[src/rtl/fetch_queue_if.sv]
// fetch_queue_if: instruction-memory, redirect and decode-side signals of the fetch front end
interface fetch_queue_if #(
  parameter int XLEN  = 32,
  parameter int DEPTH = 4
);
  logic                   INSTR_REQ;
  logic [XLEN-1:0]        INSTR_ADR;
  logic [31:0]            INSTR_READ;
  logic                   INSTR_VALID;
  logic                   REDIRECT;
  logic [XLEN-1:0]        REDIRECT_ADR;
  logic                   OUT_VALID;
  logic                   OUT_READY;
  logic [31:0]            OUT_INSTR;
  logic [XLEN-1:0]        OUT_PC;
  logic [$clog2(DEPTH):0] COUNT;
  modport master (
    output INSTR_REQ, INSTR_ADR, OUT_VALID, OUT_INSTR, OUT_PC, COUNT,
    input  INSTR_READ, INSTR_VALID, REDIRECT, REDIRECT_ADR, OUT_READY
  );
  modport slave (
    input  INSTR_REQ, INSTR_ADR, OUT_VALID, OUT_INSTR, OUT_PC, COUNT,
    output INSTR_READ, INSTR_VALID, REDIRECT, REDIRECT_ADR, OUT_READY
  );
endinterface

[src/rtl/fetch_queue.sv]
// fetch_queue: pipelined instruction fetch with in-order response FIFO and redirect discard
module fetch_queue #(
  parameter int              XLEN            = 32,
  parameter int              DEPTH           = 4,
  parameter int              MAX_OUTSTANDING = 2,
  parameter logic [XLEN-1:0] RESET_PC        = '0
) (
  input  logic          CLK,
  input  logic          RES,
  fetch_queue_if.master bus
);
  localparam int AW = $clog2(DEPTH);
  localparam int OW = $clog2(MAX_OUTSTANDING + 1);
  logic            r_run;
  logic [XLEN-1:0] r_fetch_pc, r_resp_pc;
  logic [OW-1:0]   r_live, r_discard;
  logic [AW:0]     r_count;
  logic [AW-1:0]   r_wp, r_rp;
  logic [XLEN-1:0] r_pc_mem [DEPTH];
  logic [31:0]     r_ins_mem [DEPTH];
  logic            w_issue, w_drop, w_push, w_pop;
  logic [XLEN-1:0] w_target;
  logic [OW-1:0]   w_redir_discard;
  assign bus.INSTR_REQ = w_issue;
  assign bus.INSTR_ADR = r_fetch_pc;
  assign bus.OUT_VALID = r_count != '0;
  assign bus.OUT_INSTR = r_ins_mem[r_rp];
  assign bus.OUT_PC    = r_pc_mem[r_rp];
  assign bus.COUNT     = r_count;
  // credit-based issue (outstanding limit and FIFO room) and response classification
  always_comb begin
    w_target        = {bus.REDIRECT_ADR[XLEN-1:2], 2'b00};
    w_issue         = r_run & ~bus.REDIRECT
                    & (({1'b0, r_live} + {1'b0, r_discard}) < (OW+1)'(MAX_OUTSTANDING))
                    & ((32'(r_count) + 32'(r_live)) < 32'(DEPTH));
    w_drop          = bus.INSTR_VALID & (r_discard != '0);
    w_push          = bus.INSTR_VALID & (r_discard == '0) & (r_live != '0);
    w_pop           = bus.OUT_VALID & bus.OUT_READY;
    w_redir_discard = r_discard + r_live
                    - OW'(bus.INSTR_VALID & ((r_live != '0) | (r_discard != '0)));
  end
  // run flag: first edge after reset release enables fetching
  always_ff @(posedge CLK or negedge RES) begin
    if (!RES) r_run <= 1'b0;
    else r_run <= 1'b1;
  end
  // fetch and response PCs; a redirect restarts both at the word-aligned target
  always_ff @(posedge CLK or negedge RES) begin
    if (!RES) begin
      r_fetch_pc <= RESET_PC;
      r_resp_pc  <= RESET_PC;
    end else if (bus.REDIRECT) begin
      r_fetch_pc <= w_target;
      r_resp_pc  <= w_target;
    end else begin
      if (w_issue) r_fetch_pc <= r_fetch_pc + XLEN'(4);
      if (w_push) r_resp_pc <= r_resp_pc + XLEN'(4);
    end
  end
  // in-flight accounting: on redirect every live request becomes a discard
  always_ff @(posedge CLK or negedge RES) begin
    if (!RES) begin
      r_live    <= '0;
      r_discard <= '0;
    end else if (bus.REDIRECT) begin
      r_live    <= '0;
      r_discard <= w_redir_discard;
    end else begin
      r_live    <= r_live + OW'(w_issue) - OW'(w_push);
      r_discard <= r_discard - OW'(w_drop);
    end
  end
  // instruction FIFO; redirect empties it and suppresses same-cycle push and pop
  always_ff @(posedge CLK or negedge RES) begin
    if (!RES) begin
      r_wp    <= '0;
      r_rp    <= '0;
      r_count <= '0;
      for (int i = 0; i < DEPTH; i++) begin
        r_pc_mem[i]  <= '0;
        r_ins_mem[i] <= '0;
      end
    end else if (bus.REDIRECT) begin
      r_wp    <= r_rp;
      r_count <= '0;
    end else begin
      if (w_push) begin
        r_pc_mem[r_wp]  <= r_resp_pc;
        r_ins_mem[r_wp] <= bus.INSTR_READ;
        r_wp            <= r_wp + AW'(1);
      end
      if (w_pop) r_rp <= r_rp + AW'(1);
      r_count <= r_count + (AW+1)'(w_push) - (AW+1)'(w_pop);
    end
  end
endmodule

[src/flat_wrapper.sv]
// flat-port wrapper written by rule: the top's interface ports become plain ports
module fetch_queue_flat 
#(
  parameter int              XLEN            = 32,
  parameter int              DEPTH           = 4,
  parameter int              MAX_OUTSTANDING = 2,
  parameter logic [XLEN-1:0] RESET_PC        = '0
)
  (CLK, RES, bus_INSTR_REQ, bus_INSTR_ADR, bus_OUT_VALID, bus_OUT_INSTR, bus_OUT_PC, bus_COUNT, bus_INSTR_READ, bus_INSTR_VALID, bus_REDIRECT, bus_REDIRECT_ADR, bus_OUT_READY);
  fetch_queue_if #(.XLEN(XLEN), .DEPTH(DEPTH)) bus_i ();
  input  logic CLK;
  input  logic RES;
  output wire logic [$bits(bus_i.INSTR_REQ)-1:0] bus_INSTR_REQ;
  output wire logic [$bits(bus_i.INSTR_ADR)-1:0] bus_INSTR_ADR;
  output wire logic [$bits(bus_i.OUT_VALID)-1:0] bus_OUT_VALID;
  output wire logic [$bits(bus_i.OUT_INSTR)-1:0] bus_OUT_INSTR;
  output wire logic [$bits(bus_i.OUT_PC)-1:0] bus_OUT_PC;
  output wire logic [$bits(bus_i.COUNT)-1:0] bus_COUNT;
  input wire logic [$bits(bus_i.INSTR_READ)-1:0] bus_INSTR_READ;
  input wire logic [$bits(bus_i.INSTR_VALID)-1:0] bus_INSTR_VALID;
  input wire logic [$bits(bus_i.REDIRECT)-1:0] bus_REDIRECT;
  input wire logic [$bits(bus_i.REDIRECT_ADR)-1:0] bus_REDIRECT_ADR;
  input wire logic [$bits(bus_i.OUT_READY)-1:0] bus_OUT_READY;
  assign bus_INSTR_REQ = bus_i.INSTR_REQ;
  assign bus_INSTR_ADR = bus_i.INSTR_ADR;
  assign bus_OUT_VALID = bus_i.OUT_VALID;
  assign bus_OUT_INSTR = bus_i.OUT_INSTR;
  assign bus_OUT_PC = bus_i.OUT_PC;
  assign bus_COUNT = bus_i.COUNT;
  assign bus_i.INSTR_READ = bus_INSTR_READ;
  assign bus_i.INSTR_VALID = bus_INSTR_VALID;
  assign bus_i.REDIRECT = bus_REDIRECT;
  assign bus_i.REDIRECT_ADR = bus_REDIRECT_ADR;
  assign bus_i.OUT_READY = bus_OUT_READY;
  fetch_queue #(.XLEN(XLEN), .DEPTH(DEPTH), .MAX_OUTSTANDING(MAX_OUTSTANDING), .RESET_PC(RESET_PC)) u_core (.CLK(CLK), .RES(RES), .bus(bus_i));
endmodule
[config.mk]
export PLATFORM = sky130hd
export DESIGN_NAME = fetch_queue_flat
export DESIGN_NICKNAME = d
export VERILOG_FILES = /design/src/rtl/fetch_queue_if.sv /design/src/rtl/fetch_queue.sv /design/src/flat_wrapper.sv
export SDC_FILE = /design/constraint.sdc
export NUM_CORES = 1
export LEC_CHECK = 0
export CAP_MARGIN = 20
export CORE_ASPECT_RATIO = 1.4
export CORE_MARGIN = 2
export CORE_UTILIZATION = 55
export CTS_BUF_LIST = sky130_fd_sc_hd__clkbuf_4
export DETAILED_ROUTE_END_ITERATION = 16
export HOLD_SLACK_MARGIN = 0.06
export PLACE_DENSITY = 0.78
export SLEW_MARGIN = 20
export SYNTH_ARGS = -nofsm -noshare
export SYNTH_HDL_FRONTEND = slang
export SYNTH_SLANG_ARGS = --single-unit
[constraint.sdc]
create_clock -name CLK -period 3.85 [get_ports CLK]
set_input_delay 0.77 -clock CLK [delete_from_list [all_inputs] [get_ports CLK]]
set_output_delay 0.77 -clock CLK [all_outputs]
set_load 0.05 [all_outputs]
## Word level (Yosys, flattened, before mapping)

Cells that the tools add are included.
W data, S select, Z words.

| storage, ports and cells | value |
|---|---|
| register bits after elaboration | 332 |
| output and inout port bits | 101 |
| bits of input ports | 69 |

| cells by class | value |
|---|---|
| add/subtract/negate cells | 13 |
| reduce and logical (&&, ||, !) cells | 9 |
| bitwise operators | 12 |
| order comparisons | 5 |
| mux-type cells | 19 |

Operator list:

| kind | count |
|---|---|
| $mux W32 | 9 |
| $bwmux W128 | 2 |
| $bmux W32 S2 | 2 |
| $add A32 B3 Y32 const B | 2 |
| $demux W32 S2 | 1 |
| $lt A32 B3 Y1 const B | 1 |
| $mux W2 | 4 |
| $reduce_bool A2 Y1 | 4 |
| $and A1 B1 Y1 | 7 |
| $ge A3 B3 Y1 const B | 2 |
| $not A2 Y3 | 2 |
| $add A2 B1 Y2 const B | 2 |
| $add A3 B2 Y4 | 1 |
| $reduce_and A2 Y1 | 2 |
| $sub A2 B1 Y2 | 2 |
| $add A2 B2 Y3 | 1 |
| $add A3 B1 Y3 | 1 |
| $lt A3 B1 Y1 const B | 1 |
| $lt A3 B2 Y1 const B | 1 |
| $mux W3 | 1 |
| $reduce_bool A3 Y1 | 1 |
| $sub A3 B1 Y3 | 1 |
| $add A2 B1 Y2 | 1 |
| $add A2 B2 Y2 | 1 |
| 6 further kinds | 6 |

## Longest topological paths before layout

Gate-level depths: netlist of the first run.

| depth | value |
|---|---|
| depth after elaboration | 7 |
| depth in mapped cells | 12 |
| gate-level depth less buffers | 10 |

## Worst setup path after synthesis of the first run

No wires, ideal clock.

| timing | value |
|---|---|
| path kind | reg-to-reg |
| from | register u_core.r_discard[0] |
| to | register u_core.r_live[0] |
| clock period less this slack | 2.965 ns |
| arrival time | 2.834 ns |
| setup slack | 0.885 ns |
| cell stages (with the launch flop) | 12 |
| buffers on the path | 2 |
| setup time | 0.132 ns |
| cell sequence | dfrtp_1 inv_1 nor2_1 fa_1 or4_1 or3_4 buf_6 buf_2 ha_1 inv_1 ha_1 nor2b_1 |

| between the ends | value |
|---|---|
| longest elaborated chain between the ends | 7 |
| elaborated cells on any way between the ends | 10 |
| classes of those cells | 3 x add/sub; 1 x order compare; 1 x mux; 4 x bitwise; 1 x reduce/logical |

RTL lines:

| what | line | RTL |
|---|---|---|
| start: declaration | fetch_queue.sv:16 | `logic [OW-1:0] r_live, r_discard;` |
| start signal: assignment | fetch_queue.sv:67 | `r_discard <= w_redir_discard;` |
| start signal: assignment | fetch_queue.sv:70 | `r_discard <= r_discard - OW'(w_drop);` |
| $add A2 B2 Y3 | fetch_queue.sv:34 | `& (({1'b0, r_live} + {1'b0, r_discard}) < (OW+1)'(MAX_OUTSTANDING))` |
| $lt A3 B2 Y1 | fetch_queue.sv:34 |  |
| $and A1 B1 Y1 | fetch_queue.sv:34 |  |
| $and A1 B1 Y1 | fetch_queue.sv:35 | `& ((32'(r_count) + 32'(r_live)) < 32'(DEPTH));` |
| $add A2 B1 Y2 | fetch_queue.sv:69 | `r_live <= r_live + OW'(w_issue) - OW'(w_push);` |
| $sub A2 B1 Y2 (*) | fetch_queue.sv:69 |  |
| $mux W2 (*) | fetch_queue.sv:65 | `end else if (bus.REDIRECT) begin` |
| end signal: assignment | fetch_queue.sv:69 |  |
| end: declaration | fetch_queue.sv:16 |  |

Mark *: on every way between the ends. The rest lies on a longest branch, timed or not.
A chain may end at the register's enable or synchronous reset.

## Worst setup path in the final report of the first run

| timing | value |
|---|---|
| from | register u_core.r_discard[0] |
| to | output bus_INSTR_REQ |

| between the ends | value |
|---|---|
| longest elaborated chain between the ends | 4 |

RTL lines:

| what | line | RTL |
|---|---|---|
| $add A2 B2 Y3 | fetch_queue.sv:34 |  |
| $lt A3 B2 Y1 | fetch_queue.sv:34 |  |
| $and A1 B1 Y1 | fetch_queue.sv:34 |  |
| $and A1 B1 Y1 | fetch_queue.sv:35 |  |
| end: declaration | flat_wrapper.sv:13 | `output wire logic [$bits(bus_i.INSTR_REQ)-1:0] bus_INSTR_REQ;` |

Every way passes these cells.

==> results_dict.tcl, run 1 <==
set metrics [dict create \
    outcome "completed" \
    clk_pin_slew_ns 0.06 \
    drtPass1Iterations 6 \
    timing.setup.tns_ns 0 \
    numCtsBuffers 80 \
    power.leakage_nw 8.17 \
    grt_max_degree 97 \
    synthMuxAreaShare 0.285 \
    nNetsFinal 1351 \
    slew_viol_final 0 \
    crit_type "flip-flop to output pin" \
    synth_async_sr_flop_share 1.00 \
    synth_compound_area_frac 0.0372 \
    dp.cells 1507 \
    fin_area_mm2 0.0178 \
    skew_ns 0.0299 \
    antenna_left 0 \
    grt_pass1_wl_mm 52.7 \
    clk_path_buf_depth 3 \
    area_growth_pct 20.4 \
    cp_data_required_time_ns 3.08 \
    vias 9746 \
    ys_seq_elements 320 \
    min_period_ns 3.67 \
    gp_congestion 0.877 \
    synth.largest_area_cell "dfrtp_1" \
    finalSetupViolCount 0 \
    period_share 0.954 \
    cts-htree-levels 3 \
    critPathLaunchType "flip-flop" \
    synth_seq_area_share 0.542 \
    synth_area_leaders "dfrtp_1 (54%), mux2_2 (19%), mux4_2 (9.4%)" \
    synth.avg_cell_area_um2 13.9 \
    vias_per_cell 5.92 \
    core.rowCount 71 \
    power-per-cell-area_mw_per_mm2 627 \
    cts-root-buf "clkbuf_4" \
    yosys.area_share.simple 0.0699 \
    antenna_found_initial 1 \
    grt_use_total 0.237 \
    synth_fa_ha_area_frac 0.0154 \
    slew_headroom 0.341 \
    layout-drive-gt1-share 0.359 \
    drc 0 \
    overflow 0 \
    place_hpwl_mm 20.5 \
    tightest_slew_ns 0.984 \
    die_area_mm2 0.0282 \
    postSynthCellCount 1063 \
    synth-edff-count 0 \
    crit_arrival_ns 2.90 \
    floorplan.initialDensity 0.555 \
    ys_warn_count 0 \
    ctsHoldBuffers 0 \
    cts_tree "done" \
    hold_class "primary input to async pin" \
    hold_violations 0 \
    num-fill-cells 1967 \
    wl_per_cell_um 19.5 \
    max_freq_ghz 0.272 \
    multi_input_area_mm2 0.00639 \
    netlist_area_mm2 0.0148 \
    portBuffers 163 \
    worst-path-max-fanout 19 \
    yosysTopAreaCellShare 0.542 \
    boundaryPins 170 \
    area.sequential_mm2 0.00801 \
    critPathCaptureType "output pin" \
    clock_sinks 320 \
    synth_top_family_by_area "multiplexers" \
    grt_pass1_vias 10400 \
    post_dp_cell_area_mm2 0.0168 \
    synth_ff_type "dfrtp_1" \
    synth_xor_area_frac 0.0231 \
    hold_ws_ns 0.0916 \
    dr.first_iter.drc_count 412 \
    maxCapViolations 0 \
    final_cells 1645 \
    routed_wl_mm 32.1 \
    vdd_ir_drop_max_mv 0.538 \
    core-area_mm2 0.0267 \
    die_w_um 143 \
    clock_latency_ns 0.69 \
    synth.distinct_cells 51 \
    die_h_um 198 \
    total_power_mw 11.2 \
    rsz0062_at_grt "false" \
]
sequential cells by signal, indices dropped and copies added, names as in the netlist:
signal and flops:
u_core.r_discard 2, u_core.bus.INSTR_ADR 30, u_core.r_ins_mem 128, u_core.r_wp 2
u_core.r_resp_pc 30, u_core.r_rp 2, u_core.r_pc_mem 120, u_core.r_live 2
u_core.bus.COUNT 3, u_core.r_run 1
stage by stage:
step | setup WS, ns | util
after floorplan | 0.885 | -
after global placement | 0.710 | 0.631
after detailed placement | 0.719 | 0.631
after CTS | 0.0345 | 0.667
after global routing | 0.0268 | 0.668
final | 0.178 | 0.668
synthesized netlist by cell type, types with 3 or more instances:
master / n
or3_1: 7
buf_4: 4
and3_1: 10
nor2_1: 24
buf_2: 39
mux4_2: 62
o21ai_0: 44
o211ai_1: 18
ha_1: 15
nand2_1: 62
o311ai_0: 10
a31oi_1: 3
a21oi_1: 7
dfrtp_1: 320
nand4_1: 19
or4_1: 3
buf_1: 5
mux2_2: 249
and4_1: 3
clkbuf_1: 20
nor2b_1: 4
inv_1: 14
and2_1: 6
xnor2_1: 22
nand2b_1: 3
nor3_1: 16
nand3_1: 26
xor2_1: 17
routing by layer:
metal / vias up / part of all wire / track usage / wire length [um]
li1: 4363 / - / - / -
met1: 5044 / 0.41 / 0.302 / 13100
met2: 280 / 0.52 / 0.403 / 16800
met3: 59 / 0.046 / 0.0428 / 1480
met4: 0 / 0.023 / 0.0913 / 725
met5: - / 0 / 0 / 0
placed cells by master (no fill, tap or decap), drive strengths merged, types with 2 or more instances in the layout:
cell / n
clkbuf: 117
nand3: 27
clkdlybuf4s50: 160
o21ai: 45
a31oi: 3
o211ai: 18
ha: 15
inv: 16
and4: 3
buf: 28
nor3b: 2
or3: 8
dfrtp: 320
o31ai: 2
fa: 2
nand4: 19
nand2: 63
clkinv: 15
mux2: 249
xnor2: 22
nor2: 24
nand4b: 2
conb: 5
and3: 10
nor2b: 4
a21oi: 7
nor3: 16
and2: 6
o311ai: 10
nand2b: 3
or4: 3
xor2: 17
nor4: 4
mux4: 62
a41oi: 2
kinds of logic after synthesis:
family / count (synthesis)
adders and majority gates: 17
other: 2
DFF: 320
muxes: 312
buffers and inverters: 86
AOI/OAI and AO/OA: 89
xor gates and xnor gates: 39
and+or+nand+nor: 198
report_power, final:
group | switching (mW) | internal, mW
registers | 0.532 | 4.10
clock network | 1.31 | 1.38
logic | 2.06 | 1.79
worst max-delay path, cell delays in order (launching register included):
cell and delay, ns:
dfrtp_1 0.38, inv_1 0.07, nor2_1 0.13, fa_1 0.42
or4_1 0.52, or3_4 0.42, clkinv_8 0.12, buf_12 0.14
worst paths after layout:
kind	from	to	slack, ns	cells after the start
max reg2reg	u_core.r_discard[0]	u_core.r_live[1]	0.83	11
min in group CLK	bus_REDIRECT	u_core.r_resp_pc[7]	0.40	3
max	u_core.r_discard[0]	bus_INSTR_REQ	0.18	7
min	RES	u_core.bus.INSTR_ADR[30]	0.09	1
min reg2reg	u_core.r_ins_mem[102]	u_core.r_ins_mem[102]	0.50	1
max in group asynchronous	RES	u_core.bus.COUNT[1]	2.75	2
timing repair:
action                                  in CTS  in global routing
endpoints found under the setup margin      28                  1
setup buffers                                1                  3
cloned                                       0                  0
resized for setup                            1                  0
area by class of cell:
cell class | instances | area share
multi-input cells | 660 | 0.359
flip-flops and latches | 320 | 0.450
diodes | 1 | 0.000141
clock buffers | 117 | 0.0493
well taps | 328 | 0.0230
repair buffers | 188 | 0.112
clock inverters | 16 | 0.00351
inverters | 15 | 0.00386
(Power assumes the default switching activity.)
==> run 2: changes to the inputs <==
==> constraint.sdc (replaced) <==
create_clock -name CLK -period 3.5 [get_ports CLK]
set_input_delay 0.7 -clock CLK [delete_from_list [all_inputs] [get_ports CLK]]
set_output_delay 0.7 -clock CLK [all_outputs]
set_load 0.05 [all_outputs]
==> run 2 against run 1 <==
Net effect: wire length decreased by 0.17%; design area increased by 0.50%; core utilization increased by 0.33 points; combinational power increased by 11%; total power increased by 8.4%; critical path depth unchanged; largest cell class unchanged; sequential power increased by 9.5%; cell count decreased by 0.24%; worst hold slack improved by 0.37 ns; setup slack got worse by 0.081 ns; first-iteration DRC count increased by 4.6%.
==> results_dict.tcl, run 2 (synthesis gave the netlist of run 1 again) <==
set metrics [dict create \
    max_freq_ghz 0.294 \
    critPathLaunchType "flip-flop" \
    die_area_mm2 0.0282 \
    holdPathStages 3 \
    rsz0062_at_grt "true" \
    dr.first_iter.drc_count 431 \
    rrSetupSlack_ns 0.60 \
    overflow 0 \
    min_from "bus_REDIRECT" \
    power-per-cell-area_mw_per_mm2 676 \
    critPathCaptureType "output pin" \
    vias 9682 \
    slew_viol_final 0 \
    grt_use_total 0.235 \
    area_growth_pct 21.0 \
    drc 0 \
    clock_latency_ns 0.70 \
    num-fill-cells 1953 \
    r2r_cells 10 \
    boundaryPins 170 \
    cts-htree-levels 3 \
    hold_violations 0 \
    die_w_um 143 \
    clk_pin_slew_ns 0.06 \
    layout_commonest_cell "dfrtp_1" \
    cp_data_required_time_ns 2.80 \
    whs_endpoint "u_core.bus.COUNT[0]" \
    worst-path-max-fanout 3 \
    swShare 0.347 \
    min_period_ns 3.40 \
    grt_pass1_vias 10200 \
    period_share 0.972 \
    area.sequential_mm2 0.00802 \
    antenna_found_initial 2 \
    vias_per_cell 5.90 \
    pwr-share-comb 0.353 \
    grt_max_degree 93 \
    hold_class "primary input to flip-flop" \
    core.rowCount 71 \
    core-area_mm2 0.0267 \
    outcome "completed" \
    tightest_slew_ns 0.997 \
    reg.largest.list "u_core.r_ins_mem x128, u_core.r_pc_mem x120" \
    reg2reg_from "u_core.r_live[0]" \
    die_h_um 198 \
    largest_reg_flops 128 \
    regMostFlops "u_core.r_ins_mem" \
    layout_common_cells "dfrtp_1 (316), mux2_2 (249), clkdlybuf4s50_1 (121)" \
    antenna_left 0 \
    cts_tree "done" \
    floorplan.initialDensity 0.555 \
    portBuffers 163 \
    crit_arrival_ns 2.70 \
    p_int_mw 7.89 \
    switchingPower_mw 4.20 \
    power.leakage_nw 8.85 \
    multi_input_area_mm2 0.00640 \
    cts-root-buf "clkbuf_4" \
    clockPowerShare 0.228 \
    fin_area_mm2 0.0179 \
    nNetsFinal 1360 \
    finalSetupViolCount 0 \
    drtPass1Iterations 5 \
    p_seq_frac 0.419 \
    r2r-end "u_core.bus.INSTR_ADR[6]" \
    final_cells 1641 \
    vdd_ir_drop_max_mv 0.471 \
    grt_pass1_wl_mm 52.1 \
    maxCapViolations 0 \
    layout-drive-gt1-share 0.366 \
    clock_sinks 320 \
    numCtsBuffers 78 \
    clk_path_buf_depth 3 \
    crit_type "flip-flop to output pin" \
    gp_congestion 0.873 \
    slew_headroom 0.333 \
    routed_wl_mm 32.1 \
    dp.cells 1514 \
    place_hpwl_mm 20.9 \
    skew_ns 0.0357 \
    wl_per_cell_um 19.5 \
    post_dp_cell_area_mm2 0.0169 \
]
run 2: cell count changes in the layout (fill, tap and decap cells not counted), sizes merged, moves of 2 or more:
| cell | before | now |
|---|---|---|
| buf | 28 | 38 |
| clkdlybuf4s50 | 160 | 121 |
| inv | 16 | 18 |
| clkbuf | 117 | 108 |
| diode | 1 | 3 |
| clkinv | 15 | 5 |
| dlymetal6s2s | 0 | 38 |
run 2: worst max-delay path, stage by stage (launching register included):
cell,delay (ns)
dfrtp_2,0.43
inv_2,0.08
nor2_4,0.04
fa_2,0.36
or4_1,0.50
or3_4,0.43
clkinv_8,0.07
buf_12,0.12
run 2: repair_timing:
| action | CTS | global route |
|---|---|---|
| gates cloned | 0 | 0 |
| pin swaps | 1 | 4 |
| hold buffers | 1 | 0 |
| setup endpoints to repair | 49 | 39 |
| resized for setup | 4 | 43 |
| setup buffers | 4 | 3 |
| hold endpoints to repair | 58 | 0 |
run 2: metal layers:
metal  GRT usage  vias up  routed length (um)
li1            -     4354                   -
met1       0.293     4958               12800
met2       0.412      305               16900
met3      0.0411       65                1660
met4      0.0843        0                 758
met5           0        -                   0
run 2: per-stage QoR:
stage / setup slack, ns / hold WS [ns] / util / TNS [ns] / power [mW]
floorplan: 0.535 / 0.404 / - / 0 / 8.02
global placement: 0.511 / 0.484 / 0.633 / 0 / 9.27
global route: -0.0227 / 0.410 / 0.672 / -0.0588 / 12.8
detailed placement: 0.511 / 0.491 / 0.633 / 0 / 9.39
CTS: -0.107 / 0.404 / 0.667 / -0.107 / 12.3
finish: 0.0974 / 0.466 / 0.672 / 0 / 12.1
run 2: power by group through the flow:
stage               Combinational (mW)  Clock [mW]  Sequential [mW]
global placement                  4.15           0             5.13
detailed placement                4.20           0             5.18
global route                      4.55        3.06             5.18
floorplan                         2.88           0             5.14
CTS                               4.32        2.86             5.07
finish                            4.27        2.75             5.07
run 2: final cells by class:
cell class | instances | area share
well taps | 328 | 0.0229
diodes | 3 | 0.000419
clock inverters | 8 | 0.00168
inverters | 15 | 0.00384
clock buffers | 108 | 0.0453
repair buffers | 199 | 0.121
flip-flops and latches | 320 | 0.448
multi-input cells | 660 | 0.357
run 2: how the worst max path moves through the flow:
stage | startpoint | endpoint | slack (ns) | depth (start not counted)
global route | u_core.r_live[0] | bus_INSTR_REQ | -0.02 | 7
finish | u_core.r_live[0] | bus_INSTR_REQ | 0.1 | 7
CTS | u_core.r_live[0] | bus_INSTR_REQ | -0.11 | 7
detailed placement | u_core.r_discard[0] | bus_INSTR_REQ | 0.51 | 7
floorplan | u_core.r_discard[0] | u_core.r_live[0] | 0.53 | 11
global placement | u_core.r_rp[0] | bus_OUT_PC[4] | 0.51 | 3
